[src/rtl/shared_reg_arb_pkg.sv]
// Shared definitions for the shared-register write arbiter: FSM states,
// default sizing and the one-hot helper used for grant/ack vectors.
package shared_reg_arb_pkg;

  localparam int NUM_REQ_DEF = 4;
  localparam int DATA_W_DEF  = 4;
  localparam int MAX_REQ     = 8;

  typedef enum logic [1:0] {
    IDLE  = 2'd0,
    GRANT = 2'd1,
    ACK   = 2'd2
  } arb_state_e;

  // One-hot vector with bit idx set; callers slice down to NUM_REQ bits.
  function automatic logic [MAX_REQ-1:0] onehot(input logic [2:0] idx);
    return 8'd1 << idx;
  endfunction

endpackage

[src/rtl/shared_reg_write_arbiter_rr_pick.sv]
// Combinational round-robin picker: returns the first set request bit at or
// above the priority pointer, wrapping from NUM_REQ-1 back to 0.
module rr_pick
  import shared_reg_arb_pkg::*;
#(
  parameter int NUM_REQ = NUM_REQ_DEF,
  localparam int IDX_W  = $clog2(NUM_REQ)
) (
  input  logic [NUM_REQ-1:0] i_req,
  input  logic [IDX_W-1:0]   i_ptr,
  output logic [IDX_W-1:0]   o_winner,
  output logic               o_valid
);

  int w_idx;

  // Scan from the farthest offset down so the closest requester to the pointer wins.
  always_comb begin
    w_idx    = 0;
    o_winner = {IDX_W{1'b0}};
    for (int k = NUM_REQ - 1; k >= 0; k--) begin
      w_idx    = (int'(i_ptr) + k) % NUM_REQ;
      o_winner = i_req[w_idx[IDX_W-1:0]] ? IDX_W'(w_idx) : o_winner;
    end
    o_valid = |i_req;
  end

endmodule

[src/rtl/shared_reg_write_arbiter.sv]
// Round-robin write arbiter in front of a shared DATA_W-bit register.
// IDLE arbitrates, GRANT captures the winner's data (or aborts if its request
// dropped), ACK pulses the write-complete strobe for one cycle.
// Optional macro SHARED_REG_WCOUNT_EN adds a saturating 8-bit completed-write
// counter on output wr_count.
module shared_reg_write_arbiter
  import shared_reg_arb_pkg::*;
#(
  parameter int NUM_REQ = NUM_REQ_DEF,
  parameter int DATA_W  = DATA_W_DEF
) (
  input  logic                        clk,
  input  logic                        rst,
  input  logic [NUM_REQ-1:0]          req,
  input  logic [NUM_REQ*DATA_W-1:0]   wr_data,
  output logic [NUM_REQ-1:0]          gnt,
  output logic [NUM_REQ-1:0]          ack,
  output logic [DATA_W-1:0]           data_out,
  output logic                        busy,
`ifdef SHARED_REG_WCOUNT_EN
  output logic [7:0]                  wr_count,
`endif
  output logic [$clog2(NUM_REQ)-1:0]  last_owner
);

  localparam int IDX_W = $clog2(NUM_REQ);
  localparam logic [IDX_W-1:0] LAST_IDX = IDX_W'(NUM_REQ - 1);

  arb_state_e          r_state;
  arb_state_e          w_state_nxt;
  logic [NUM_REQ-1:0]  r_gnt, w_gnt_nxt;
  logic [NUM_REQ-1:0]  r_ack, w_ack_nxt;
  logic [DATA_W-1:0]   r_data, w_data_nxt;
  logic [IDX_W-1:0]    r_owner, w_owner_nxt;
  logic [IDX_W-1:0]    r_ptr, w_ptr_nxt;
  logic [IDX_W-1:0]    r_winner, w_winner_nxt;
  logic                w_write;

  logic [IDX_W-1:0]    w_pick;
  logic                w_pick_valid;
  logic [MAX_REQ-1:0]  w_oh_pick_full, w_oh_win_full;
  logic [NUM_REQ-1:0]  w_oh_pick, w_oh_win;

  rr_pick #(.NUM_REQ(NUM_REQ)) u_rr_pick (
    .i_req    (req),
    .i_ptr    (r_ptr),
    .o_winner (w_pick),
    .o_valid  (w_pick_valid)
  );

  assign w_oh_pick_full = onehot(3'(w_pick));
  assign w_oh_win_full  = onehot(3'(r_winner));
  assign w_oh_pick      = w_oh_pick_full[NUM_REQ-1:0];
  assign w_oh_win       = w_oh_win_full[NUM_REQ-1:0];

  // FSM state register.
  always_ff @(posedge clk or posedge rst) begin
    if (rst) begin
      r_state <= IDLE;
    end else begin
      r_state <= w_state_nxt;
    end
  end

  // Next-state and next-value logic for every registered output and the pointer.
  always_comb begin
    w_state_nxt  = r_state;
    w_gnt_nxt    = r_gnt;
    w_ack_nxt    = {NUM_REQ{1'b0}};
    w_data_nxt   = r_data;
    w_owner_nxt  = r_owner;
    w_ptr_nxt    = r_ptr;
    w_winner_nxt = r_winner;
    w_write      = 1'b0;
    case (r_state)
      IDLE: begin
        if (w_pick_valid) begin
          w_gnt_nxt    = w_oh_pick;
          w_winner_nxt = w_pick;
          w_state_nxt  = GRANT;
        end else begin
          w_gnt_nxt    = {NUM_REQ{1'b0}};
        end
      end
      GRANT: begin
        w_gnt_nxt = {NUM_REQ{1'b0}};
        if (req[r_winner]) begin
          // Data is sampled only here; the pointer moves past the winner.
          w_data_nxt  = wr_data[int'(r_winner)*DATA_W +: DATA_W];
          w_ack_nxt   = w_oh_win;
          w_owner_nxt = r_winner;
          w_ptr_nxt   = (r_winner == LAST_IDX) ? {IDX_W{1'b0}} : r_winner + IDX_W'(1);
          w_write     = 1'b1;
          w_state_nxt = ACK;
        end else begin
          // Requester withdrew: no write, pointer keeps its position.
          w_state_nxt = IDLE;
        end
      end
      ACK: begin
        w_state_nxt = IDLE;
      end
      default: begin
        w_state_nxt = IDLE;
        w_gnt_nxt   = {NUM_REQ{1'b0}};
      end
    endcase
  end

  // Datapath and output registers; reset clears any in-flight write.
  always_ff @(posedge clk or posedge rst) begin
    if (rst) begin
      r_gnt    <= {NUM_REQ{1'b0}};
      r_ack    <= {NUM_REQ{1'b0}};
      r_data   <= {DATA_W{1'b0}};
      r_owner  <= {IDX_W{1'b0}};
      r_ptr    <= {IDX_W{1'b0}};
      r_winner <= {IDX_W{1'b0}};
    end else begin
      r_gnt    <= w_gnt_nxt;
      r_ack    <= w_ack_nxt;
      r_data   <= w_data_nxt;
      r_owner  <= w_owner_nxt;
      r_ptr    <= w_ptr_nxt;
      r_winner <= w_winner_nxt;
    end
  end

`ifdef SHARED_REG_WCOUNT_EN
  logic [7:0] r_wcount;

  // Count completed writes, holding at 255 instead of wrapping.
  always_ff @(posedge clk or posedge rst) begin
    if (rst) begin
      r_wcount <= 8'd0;
    end else if (w_write && (r_wcount != 8'd255)) begin
      r_wcount <= r_wcount + 8'd1;
    end
  end

  assign wr_count = r_wcount;
`endif

  assign gnt        = r_gnt;
  assign ack        = r_ack;
  assign data_out   = r_data;
  assign last_owner = r_owner;
  assign busy       = (r_state != IDLE);

endmodule

[config.mk]
export PLATFORM = sky130hd
export DESIGN_NAME = shared_reg_write_arbiter
export DESIGN_NICKNAME = d
export VERILOG_FILES = /design/src/rtl/shared_reg_arb_pkg.sv /design/src/rtl/shared_reg_write_arbiter_rr_pick.sv /design/src/rtl/shared_reg_write_arbiter.sv
export SDC_FILE = /design/constraint.sdc
export NUM_CORES = 1
export LEC_CHECK = 0
export CORE_ASPECT_RATIO = 1.25
export CORE_MARGIN = 4
export CORE_UTILIZATION = 35
export DETAILED_ROUTE_END_ITERATION = 16
export SLEW_MARGIN = 20
export SYNTH_ARGS = -nofsm -noshare
export SYNTH_HDL_FRONTEND = slang
export SYNTH_SLANG_ARGS = --single-unit
[constraint.sdc]
create_clock -name clk -period 4.4 [get_ports clk]
set_clock_uncertainty 0.1 [all_clocks]
set_input_delay 0.66 -clock clk [delete_from_list [all_inputs] [get_ports clk]]
set_output_delay 0.66 -clock clk [all_outputs]
set_load 0.005 [all_outputs]
==> flow_summary.yaml <==
run:
  cap_viol_max_count: 0
cts:
  cts_resized: 0
  cts_hold_buf: 0
  cts-root-buf: "clkbuf_4"
  worstSkewPairLatency_ns: 0.30
  clk_path_buf_depth: 2
  cts_sinks: 20
  cts_max_level: 1
  numCtsBuffers: 3
  clk_pin_slew_ns: 0.12
  cts_setup_buffers: 0
  cts_tree: "yes"
floorplanning:
  dieArea_um2: 4010
  rows: 22
  initial_core_util: 0.363
  dieWidth_um: 57.5
  pin_count: 37
  die_height_um: 69.8
  core_um2: 2950
drt:
  wl_met1_um: 894
  drc: 0
  routed.top_layer: "met4"
  wl_mm: 2.17
  drt-initial-drc-count: 4
  drt_pass1_iterations: 2
  routedWlPerCell_um: 14.1
  vias: 753
  via_per_inst: 4.89
  drtAntennaViolNets: 0
  dr_wl_met3_um: 131
  wl_met2_mm: 1.11
worst_setup_path:
  critical_path_buf_inv_count: 2
  slowest_stage: "dfrtp_1"
  max_stage_delay_ns: 0.50
  startpoint_type: "register"
  cp-end-kind: "output port"
  rr_worst_depth: 4
  worst-path-stages: 3
  regToRegSetupSlack_ns: 2.61
  path_delay_family: "buffers and inverters"
  r2r_end: "data_out[2]"
  cp.required_ns: 3.64
  critPathMaxFanout: 4
  worstPathCellList: "nor2_1 > inv_1 > clkdlybuf4s50_1"
  crit_path_end: "busy"
  cp.arrival_ns: 1.41
  critPathKind: "register to output port"
  reg2reg_from: "r_winner[0]"
  cp-startpoint: "r_state[0]"
placed_design:
  port_buffers: 36
  gp_congestion: 0.746
  place_hpwl_mm: 1.67
synth:
  syn-cell-area_um2: 1070
  synth_cell_types: 26
  netlist_top_cells_area: "dfrtp_1, mux4_1, mux2_4, ha_1, mux2i_1"
  synth_top_area_frac: 0.468
  synth_fp_nets: 106
  yosys_register_bits: 20
  netlist_instances: 80
  syn_area_per_cell_um2: 13.4
  synth-seq-area-share: 0.468
  yosys_warnings: 0
  synth_top_area_cell: "dfrtp_1"
sta:
  maxSlewViolCount: 0
  setup_violations: 0
  rsz0062_at_grt: "false"
  maxSlewHeadroom: 0.513
  min_period_over_period: 0.493
  fmax_mhz: 461
  min_period_ns: 2.17
  tns_ns: 0
  worst_slew_pin_slew_ns: 0.729
  hold_viol_final: 0
global_routing:
  grt_pass1_vias: 809
  grtUsageTotal: 0.117
  grt_antenna_before_repair: 0
  grt_overflow: 0
  grt_first_pass_wirelength_mm: 3.68
  grt_max_degree: 21
cells_and_area:
  nets: 145
  area_growth_pct: 39.2
  layout-drive-gt1-share: 0.136
  antenna_cells: 0
power_and_ir_drop:
  power_density_nw_per_um2: 599
  power.total_mw: 0.891
  p_leak_nw: 0.673
  ir_worst_vdd_uv: 348
worst_hold_path:
  worst_hold_path_type: "register to register"
status:
  status: "completed"
==> placed cells by master (no fill, tap or decap) <==
cell type	instances
a21o_1	1
a21oi_1	2
a22o_1	2
a32o_1	2
and4b_1	1
clkbuf_4	3
clkbuf_8	1
clkdlybuf4s50_1	36
dfrtp_1	20
ha_1	4
inv_1	10
mux2_2	3
mux2_4	5
mux2i_1	4
mux4_1	3
mux4_2	1
nand2_1	2
nand2b_1	1
nand3b_1	2
nand4b_4	1
nor2_1	7
nor2b_1	1
nor3_4	1
nor4_2	1
o21a_1	1
o21bai_1	1
o22a_1	1
o22ai_1	1
==> Yosys cell counts (all sizes together) <==
| master | instances |
|---|---|
| o21bai | 1 |
| nand4b | 1 |
| nand2b | 1 |
| nor2 | 7 |
| o22ai | 1 |
| a22o | 2 |
| nand3b | 2 |
| mux2i | 4 |
| o21a | 1 |
| buf | 2 |
| nand2 | 2 |
| mux2 | 8 |
| dfrtp | 20 |
| o22a | 1 |
| a32o | 2 |
| a21oi | 2 |
| ha | 4 |
| nor3 | 1 |
| nor4 | 1 |
| a21o | 1 |
| inv | 10 |
| nor2b | 1 |
| and4b | 1 |
| mux4 | 4 |
==> logic make-up after synthesis <==
| logic type | count (synthesis) | synth area share |
|---|---|---|
| AO/OA/AOI/OAI | 11 | 0.0795 |
| adder cells (fa/ha/maj) | 4 | 0.0468 |
| buffers and inverters | 12 | 0.0561 |
| flip-flops | 20 | 0.468 |
| multiplexers | 16 | 0.234 |
| AND/OR/NAND/NOR | 17 | 0.116 |
==> worst min path at each step <==
stage	endpoint	slack, ns	from	depth (start not counted)
after floorplan	gnt[0]	0.39	gnt[0]	1
after detailed placement	gnt[1]	0.39	gnt[1]	1
after global routing	data_out[2]	0.43	data_out[2]	1
after global placement	data_out[2]	0.39	data_out[2]	1
final	last_owner[1]	0.42	last_owner[1]	1
after CTS	data_out[2]	0.42	data_out[2]	1
==> layout make-up <==
| class | instances | area [um^2] |
|---|---|---|
| Inverter | 10 | 37.5 |
| Clock buffer | 4 | 36.3 |
| Fill cell | 262 | 1460 |
| Tap cell | 36 | 45.0 |
| Multi-Input combinational cell | 48 | 509 |
| Timing Repair Buffer | 36 | 360 |
| Sequential cell | 20 | 500 |
==> worst register-to-register path, stage by stage, from the launching register on <==
cell and delay (ns):
dfrtp_1 0.65, mux2i_1 0.24, nand2_1 0.11, nand4b_4 0.24
mux2_2 0.37
==> per-layer routing <==
metal,track usage,vias up
met3,0.0335,4
met5,0,-
met1,0.136,361
met2,0.198,25
li1,-,363
met4,0.0464,0
==> through the flow <==
step	hold slack, ns	std cells	worst slack, ns	util	instance area [um^2]
floorplan	0.389	80	2.69	-	1070
global placement	0.388	150	2.05	0.493	1450
detailed placement	0.393	150	2.05	0.493	1450
CTS	0.425	154	2.21	0.506	1490
global route	0.431	154	2.11	0.506	1490
finish	0.419	154	2.23	0.506	1490
==> registers in the layout (all words and copies together) (netlist names) <==
| register | count |
|---|---|
| ack | 4 |
| r_winner | 2 |
| data_out | 4 |
| r_state | 2 |
| r_ptr | 2 |
| last_owner | 2 |
| gnt | 4 |
==> power breakdown <==
part           switching (mW)  internal [mW]
registers              0.0888          0.262
logic                   0.150          0.283
clock network          0.0578         0.0504
Power figures use the tool's default switching activity.
